`src/rtl/adc_scan_sequencer.sv`:
```
// ADC128S102 scan sequencer: walks an 8-channel mask, issues conv_go/addr, tags results.
// Optional 4x averaging per channel when ADC_SCAN_AVG_EN is defined.
module adc_scan_sequencer #(
  parameter int unsigned SCAN_GAP    = 1000,
  parameter int unsigned TIMEOUT_CYC = 255
) (
  input  logic        clk,
  input  logic        rst_n,
  input  logic        start,
  input  logic        cont,
  input  logic [7:0]  ch_mask,
  input  logic        err_clr,
  output logic        conv_go,
  output logic [2:0]  addr,
  input  logic [11:0] adc_data,
  input  logic        adc_conv_done,
  output logic        busy,
  output logic        res_valid,
  output logic [2:0]  res_ch,
  output logic [11:0] res_data,
  output logic        scan_done,
  output logic        timeout_err
);

  localparam int unsigned CNT_MAX = (SCAN_GAP > TIMEOUT_CYC) ? SCAN_GAP : TIMEOUT_CYC;
  localparam int unsigned CW      = $clog2(CNT_MAX + 1);
  localparam logic [CW-1:0] GAP_LAST = CW'(SCAN_GAP - 1);
  localparam logic [CW-1:0] TO_LAST  = CW'(TIMEOUT_CYC - 1);

  typedef enum logic [2:0] {S_IDLE, S_FIND, S_ISSUE, S_WAIT, S_GAP} state_t;

  state_t        state;
  logic [7:0]    m_reg;
  logic [3:0]    ch_ptr;
  logic [CW-1:0] cnt;
  logic [7:0]    avail;
  logic          found;
  logic [2:0]    next_ch;
  logic [3:0]    ptr_after;

`ifdef ADC_SCAN_AVG_EN
  logic [1:0]    scnt;
  logic [13:0]   acc;
  logic [13:0]   acc_sum;

  always_comb acc_sum = acc + {2'b00, adc_data};
`endif

  // ch_ptr == 8 shifts the whole window out, so nothing is found
  always_comb begin
    avail     = m_reg & (8'hFF << ch_ptr);
    found     = 1'b0;
    next_ch   = '0;
    ptr_after = {1'b0, addr} + 4'd1;
    for (int unsigned i = 0; i < 8; i++) begin
      if (avail[7 - i]) begin
        found   = 1'b1;
        next_ch = 3'(7 - i);
      end
    end
  end

  always_ff @(posedge clk or negedge rst_n) begin
    if (!rst_n) begin
      state       <= S_IDLE;
      m_reg       <= '0;
      ch_ptr      <= '0;
      cnt         <= '0;
      conv_go     <= 1'b0;
      addr        <= '0;
      busy        <= 1'b0;
      res_valid   <= 1'b0;
      res_ch      <= '0;
      res_data    <= '0;
      scan_done   <= 1'b0;
      timeout_err <= 1'b0;
`ifdef ADC_SCAN_AVG_EN
      scnt        <= '0;
      acc         <= '0;
`endif
    end else begin
      conv_go   <= 1'b0;
      res_valid <= 1'b0;
      scan_done <= 1'b0;
      case (state)
        S_IDLE: begin
          // scan_done is still high on the first IDLE cycle; a start there is dropped
          if (start && !scan_done && ch_mask != '0) begin
            m_reg  <= ch_mask;
            ch_ptr <= '0;
            busy   <= 1'b1;
            state  <= S_FIND;
          end
        end
        S_FIND: begin
          if (found) begin
            addr    <= next_ch;
            conv_go <= 1'b1;
            state   <= S_ISSUE;
`ifdef ADC_SCAN_AVG_EN
            scnt    <= '0;
            acc     <= '0;
`endif
          end else begin
            scan_done <= 1'b1;
            cnt       <= '0;
            if (cont) begin
              state <= S_GAP;
            end else begin
              state <= S_IDLE;
              busy  <= 1'b0;
            end
          end
        end
        S_ISSUE: begin
          cnt   <= '0;
          state <= S_WAIT;
        end
        S_WAIT: begin
          if (adc_conv_done) begin
`ifdef ADC_SCAN_AVG_EN
            if (scnt == 2'd3) begin
              res_valid <= 1'b1;
              res_ch    <= addr;
              res_data  <= acc_sum[13:2];
              ch_ptr    <= ptr_after;
              state     <= S_FIND;
            end else begin
              acc     <= acc_sum;
              scnt    <= scnt + 2'd1;
              conv_go <= 1'b1;
              state   <= S_ISSUE;
            end
`else
            res_valid <= 1'b1;
            res_ch    <= addr;
            res_data  <= adc_data;
            ch_ptr    <= ptr_after;
            state     <= S_FIND;
`endif
          end else if (cnt == TO_LAST) begin
            timeout_err <= 1'b1;
            ch_ptr      <= ptr_after;
            state       <= S_FIND;
          end else begin
            cnt <= cnt + 1'b1;
          end
        end
        S_GAP: begin
          if (cnt == GAP_LAST) begin
            if (cont && ch_mask != '0) begin
              m_reg  <= ch_mask;
              ch_ptr <= '0;
              state  <= S_FIND;
            end else begin
              state <= S_IDLE;
              busy  <= 1'b0;
            end
          end else begin
            cnt <= cnt + 1'b1;
          end
        end
        default: begin
          state <= S_IDLE;
          busy  <= 1'b0;
        end
      endcase
      if (err_clr) timeout_err <= 1'b0;
    end
  end

endmodule

```
`config.mk`:
```
export PLATFORM = sky130hd
export DESIGN_NAME = adc_scan_sequencer
export DESIGN_NICKNAME = d
export VERILOG_FILES = /design/src/rtl/adc_scan_sequencer.sv
export SDC_FILE = /design/constraint.sdc
export NUM_CORES = 1
export LEC_CHECK = 0
export ABC_AREA = 0
export CORE_ASPECT_RATIO = 0.5
export CORE_MARGIN = 10
export CORE_UTILIZATION = 50
export CTS_BUF_LIST = sky130_fd_sc_hd__clkbuf_4
export CTS_CLUSTER_SIZE = 12
export DETAILED_ROUTE_END_ITERATION = 10
export PLACE_DENSITY_LB_ADDON = 0.2
export SYNTH_ARGS = -nofsm -noshare
export SYNTH_HDL_FRONTEND = slang
export SYNTH_SLANG_ARGS = --single-unit
```
`constraint.sdc`:
```
create_clock -name clk -period 3.53 [get_ports clk]
set_input_delay 0.706 -clock clk [delete_from_list [all_inputs] [get_ports clk]]
set_output_delay 0.706 -clock clk [all_outputs]
set_load 0.03 [all_outputs]
```
Word-level counts from Yosys, hierarchy flattened
Cells that the tools add are included.

operators by class
  mux-type cells = 55
  bitwise gates (word level) = 2
  equal/unequal tests = 17
  $add $sub $neg = 2
  shift-type cells = 1
  reduce and logical (&&, ||, !) cells = 20

operators with widths
  operator                 count
  $mux W3                  14
  $mux W10                 4
  $pmux W10 S4             1
  $mux W1                  24
  $mux W8                  3
  $mux W4                  5
  $ne A2 B2 Y1 const B     10
  $pmux W8 S2              1
  $pmux W3 S5              1
  $pmux W4 S3              1
  $add A10 B1 Y10 const B  1
  $eq A10 B10 Y1 const B   1
  $eq A10 B8 Y1 const B    1
  $reduce_and A5 Y1        2
  $and A8 B8 Y8            1
  $reduce_bool A8 Y1       1
  $shl A8 B4 Y8 const A    1
  $eq A3 B2 Y1 const B     2
  $reduce_and A3 Y1        2
  $reduce_and A6 Y1        1
  $reduce_bool A2 Y1       3
  $add A3 B1 Y4 const B    1
  $pmux W1 S4              1
  $reduce_and A2 Y1        2
  other kinds (11)         13

storage, ports and cells
  output and inout port bits = 23
  bits in registers = 48
  logic and storage cells = 109
  input bits = 26

Longest topological paths before layout
  word-level depth = 12
  depth in mapped cells = 7
  mapped depth without buffers = 7

Least setup slack after synthesis
OpenSTA, ideal clock, no wires.

  path kind = input-to-reg
  start point = input port ch_mask[5]
  end point = register m_reg[0]
  slack = 1.331 ns
  required time = 3.405 ns
  arrival time = 2.074 ns
  stages on the path = 5
  setup time = 0.125 ns
  cells stage by stage = or4_1 > o21ai_1 > a21boi_4 > nand2_4 > mux2_4

on the way
  word-level cells in the longest chain between the ends = 4
  elaborated cells between the ends (all ways) = 6
  those cells by class = eq/ne (2); reduce/logical (4)

RTL lines
  element                                        RTL line  text
  start: declaration                             11        input logic [7:0] ch_mask,
  $reduce_bool A8 Y1 (*)                         88, 151
  $logic_and A1 B1 Y1, on equally long branches  151, 88
  $ne A2 B2 Y1 (no line)                         -
  $reduce_and A4 Y1 (no line) (*)                -
  end signal: assignment                         89        m_reg <= ch_mask;
  end signal: assignment                         152       m_reg <= ch_mask;
  end: declaration                               33        logic [7:0] m_reg;

Mark *: on every way between the ends. The rest lies on a longest branch, timed or not.
A chain may end at the register's enable or synchronous reset.

Worst setup path after layout
  start point = input port ch_mask[5]
  end point = register ch_ptr[3]

on the way
  word-level cells in the longest chain between the ends = 4
  elaborated cells between the ends (all ways) = 6
  those cells by class = eq/ne (2); reduce/logical (4)

RTL lines
  element                                        RTL line  text
  $reduce_bool A8 Y1 (*)                         88, 151
  $logic_and A1 B1 Y1, on equally long branches  151, 88
  $ne A2 B2 Y1 (no line)                         -
  $reduce_and A5 Y1 (no line) (*)                -
  end signal: assignment                         138       ch_ptr <= ptr_after;
  end signal: assignment                         143       ch_ptr <= ptr_after;
  end: declaration                               34        logic [3:0] ch_ptr;

Marks and branches as above.

==> impl_metrics.ini <==
[floorplanning]
initial_core_util_pct = 53.4
die-area_sq_mm = 0.00819
die_h_um = 69.2
die_w_um = 118
ios = 49
core.rowCount = 17
core_sq_mm = 0.00453

[sta]
skew_ns = 0.00996
setup_tns_ns = 0
hold_viol = 0
tightestPinTransition_ns = 1.03
min_period_ns = 2.38
finalSetupViolCount = 0
slew_headroom_pct = 31.2
rsz0062_at_grt = false
maxSlewViolCount = 0
max_clock_freq_ghz = 0.420
finalCritPeriodShare_pct = 67.4
hold_ws_ns = 0.488

[layout]
multi_input_area_sq_mm = 0.00115
largest_register_ff_count = 12
antenna_cells = 0
area_delta_synth_final_pct = 25.1
fillers = 362
final_nets = 297
drive_gt1_share_pct = 10.4
regArea_sq_mm = 0.00120

[clock_network]
path_clk_slew_ns = 0.15
clock_latency_ns = 0.38
cts_resized = 0
numCtsBuffers = 5
cts.sinks = 48
clock_tree.htree_level_count = 2
cts_tree = done
cts_root_buffer = clkbuf_4
cts-hold-fix-buffers = 0
cts_setup_buffers = 0
cts_buffer_depth = 2

[synth]
ys_top_cells_by_count = dfrtp_1 (48), a21oi_1 (15), nand2_1 (15), mux2_1 (14), nor2_1 (14)
synth_ff_type = dfrtp_1
ys_seq_elements = 48
syn_area_sq_mm = 0.00242
synth_area_leaders = dfrtp_1 (50%), mux2_1 (6.5%), mux2_4 (5.0%)
avgSynthCellArea_sq_um = 11.1
synth_nets = 248
yosys.cell_count.top_type = dfrtp_1
yosysSeqAreaShare_pct = 49.6
yosysWarnings = 0
yosys.area.top_type = dfrtp_1
synth_edf_count = 0
synth_top_area_share_pct = 49.6
yosysUniqueCellTypes = 53
async_reset_ff_share_pct = 100
syn_inst = 219

[global_route]
grt_usage_pct = 14.1
grt_pass1_wl_um = 9710
grt_max_degree = 49
grt_pass1_vias = 1888
overflow = 0
antenna_found_initial = 0

[pwr]
p_leak_uw = 0.00132
power_uw = 2800
powerDensity_mw_per_mm2 = 923
irDropWorstVdd_uv = 409

[placed_design]
gp_congestion = 0.891
dpl.hpwl_um = 4360
port_buffers = 48

[critical_path]
crit_arrival_ns = 2.71
end_kind = flop
critical_path_class = in2reg
max_stage_delay_ns = 0.57
crit_chain = clkdlybuf4s50_1, or4_1, o21ai_1, a21boi_1, o211ai_1, a22o_1
worstPathRequired_ns = 3.86
path_max_fanout = 4
slowest_stage = or4_1
start_kind = primary input

[route]
wl_per_cell_um = 17.6
drtIter0Drc = 144
drtAntennaViolNets = 0
drc = 0
drt_wl_total_um = 5880
vias = 1937
firstDrtPassIters = 4
vias_per_cell = 5.78

[min_path]
hold_class = in2async

[flow_run]
drv_cap = 0

[status]
outcome = finished clean
## layout make-up
cell class | instances | share of cell area (%)
Timing Repair Buffer | 49 | 16.0
Tap cell | 66 | 2.73
Inverter | 9 | 1.12
Multi-Input combinational cell | 155 | 37.9
Clock inverter | 3 | 1.40
Sequential cell | 48 | 39.7
Clock buffer | 5 | 1.24
## through the flow
step | utilization, % | std cells | setup WS, ns | instance area (sq um)
3_5_place_dp | 65.1 | 327 | 0.772 | 2950
6_report | 66.8 | 335 | 1.15 | 3030
3_3_place_gp | 65.1 | 327 | 0.850 | 2950
2_1_floorplan | - | 219 | 1.33 | 2420
5_1_grt | 66.8 | 335 | 1.08 | 3030
4_1_cts | 66.8 | 335 | 1.16 | 3030
## power breakdown
part | internal (uW) | switching, uW
logic | 660 | 784
registers | 776 | 242
clock network | 148 | 187
## layout by cell type, fill, tap and decap left out, types with 3 or more instances in the layout
cell type / n
o21ai_0: 4
a41oi_1: 4
dfrtp_1: 48
a31oi_1: 8
and3_1: 3
a22o_1: 5
o21ai_1: 5
a21oi_1: 15
nand2_1: 15
mux2_4: 8
nand3_1: 10
inv_1: 7
ha_1: 3
clkdlybuf4s50_1: 47
a21boi_1: 3
mux2_1: 14
clkbuf_4: 5
nand2b_1: 4
nor2_1: 14
nor3_1: 4
## worst max-delay path, delay by kind of cell
family / cells / cell delay (ns)
buf+inv: 1 / 0.41
compound gates: 4 / 1.02
simple gates: 1 / 0.57
## path summary, 6_finish.rpt
| check | start | endpoint | slack (ns) | cells past startpoint |
|---|---|---|---|---|
| hold reg to reg | res_ch[0] | res_ch[0] | 0.51 | 1 |
| setup / recovery | ch_mask[5] | ch_ptr[3] | 1.15 | 6 |
| setup reg to reg | cnt[0] | m_reg[1] | 1.22 | 6 |
| hold / removal | rst_n | m_reg[2] | 0.49 | 1 |
| min in group clk | res_ch[0] | res_ch[0] | 0.51 | 1 |
| max in group asynchronous | rst_n | addr[2] | 2.41 | 1 |
## layer usage
metal  wire length (um)  vias to the layer above  global-route usage (%)  part of all wire [%]
met5                  0                        -                       0                     0
met4                 57                        0                    3.73                  0.97
met3                271                       10                    3.64                   4.6
met2               2850                       63                    23.2                    48
met1               2710                      955                    18.0                    46
li1                   -                      909                       -                     -
## kinds of logic after synthesis
group / count (synthesis) / share of synthesized area [%]
flip-flops: 48 / 49.6
adder cells (fa/ha/maj): 3 / 1.55
AND/OR/NAND/NOR: 64 / 14.0
buffers and inverters: 16 / 3.00
XOR/XNOR: 1 / 0.362
multiplexers: 22 / 11.5
AO/OA/AOI/OAI: 65 / 20.1
No activity file was read; power rests on OpenSTA's default activity.
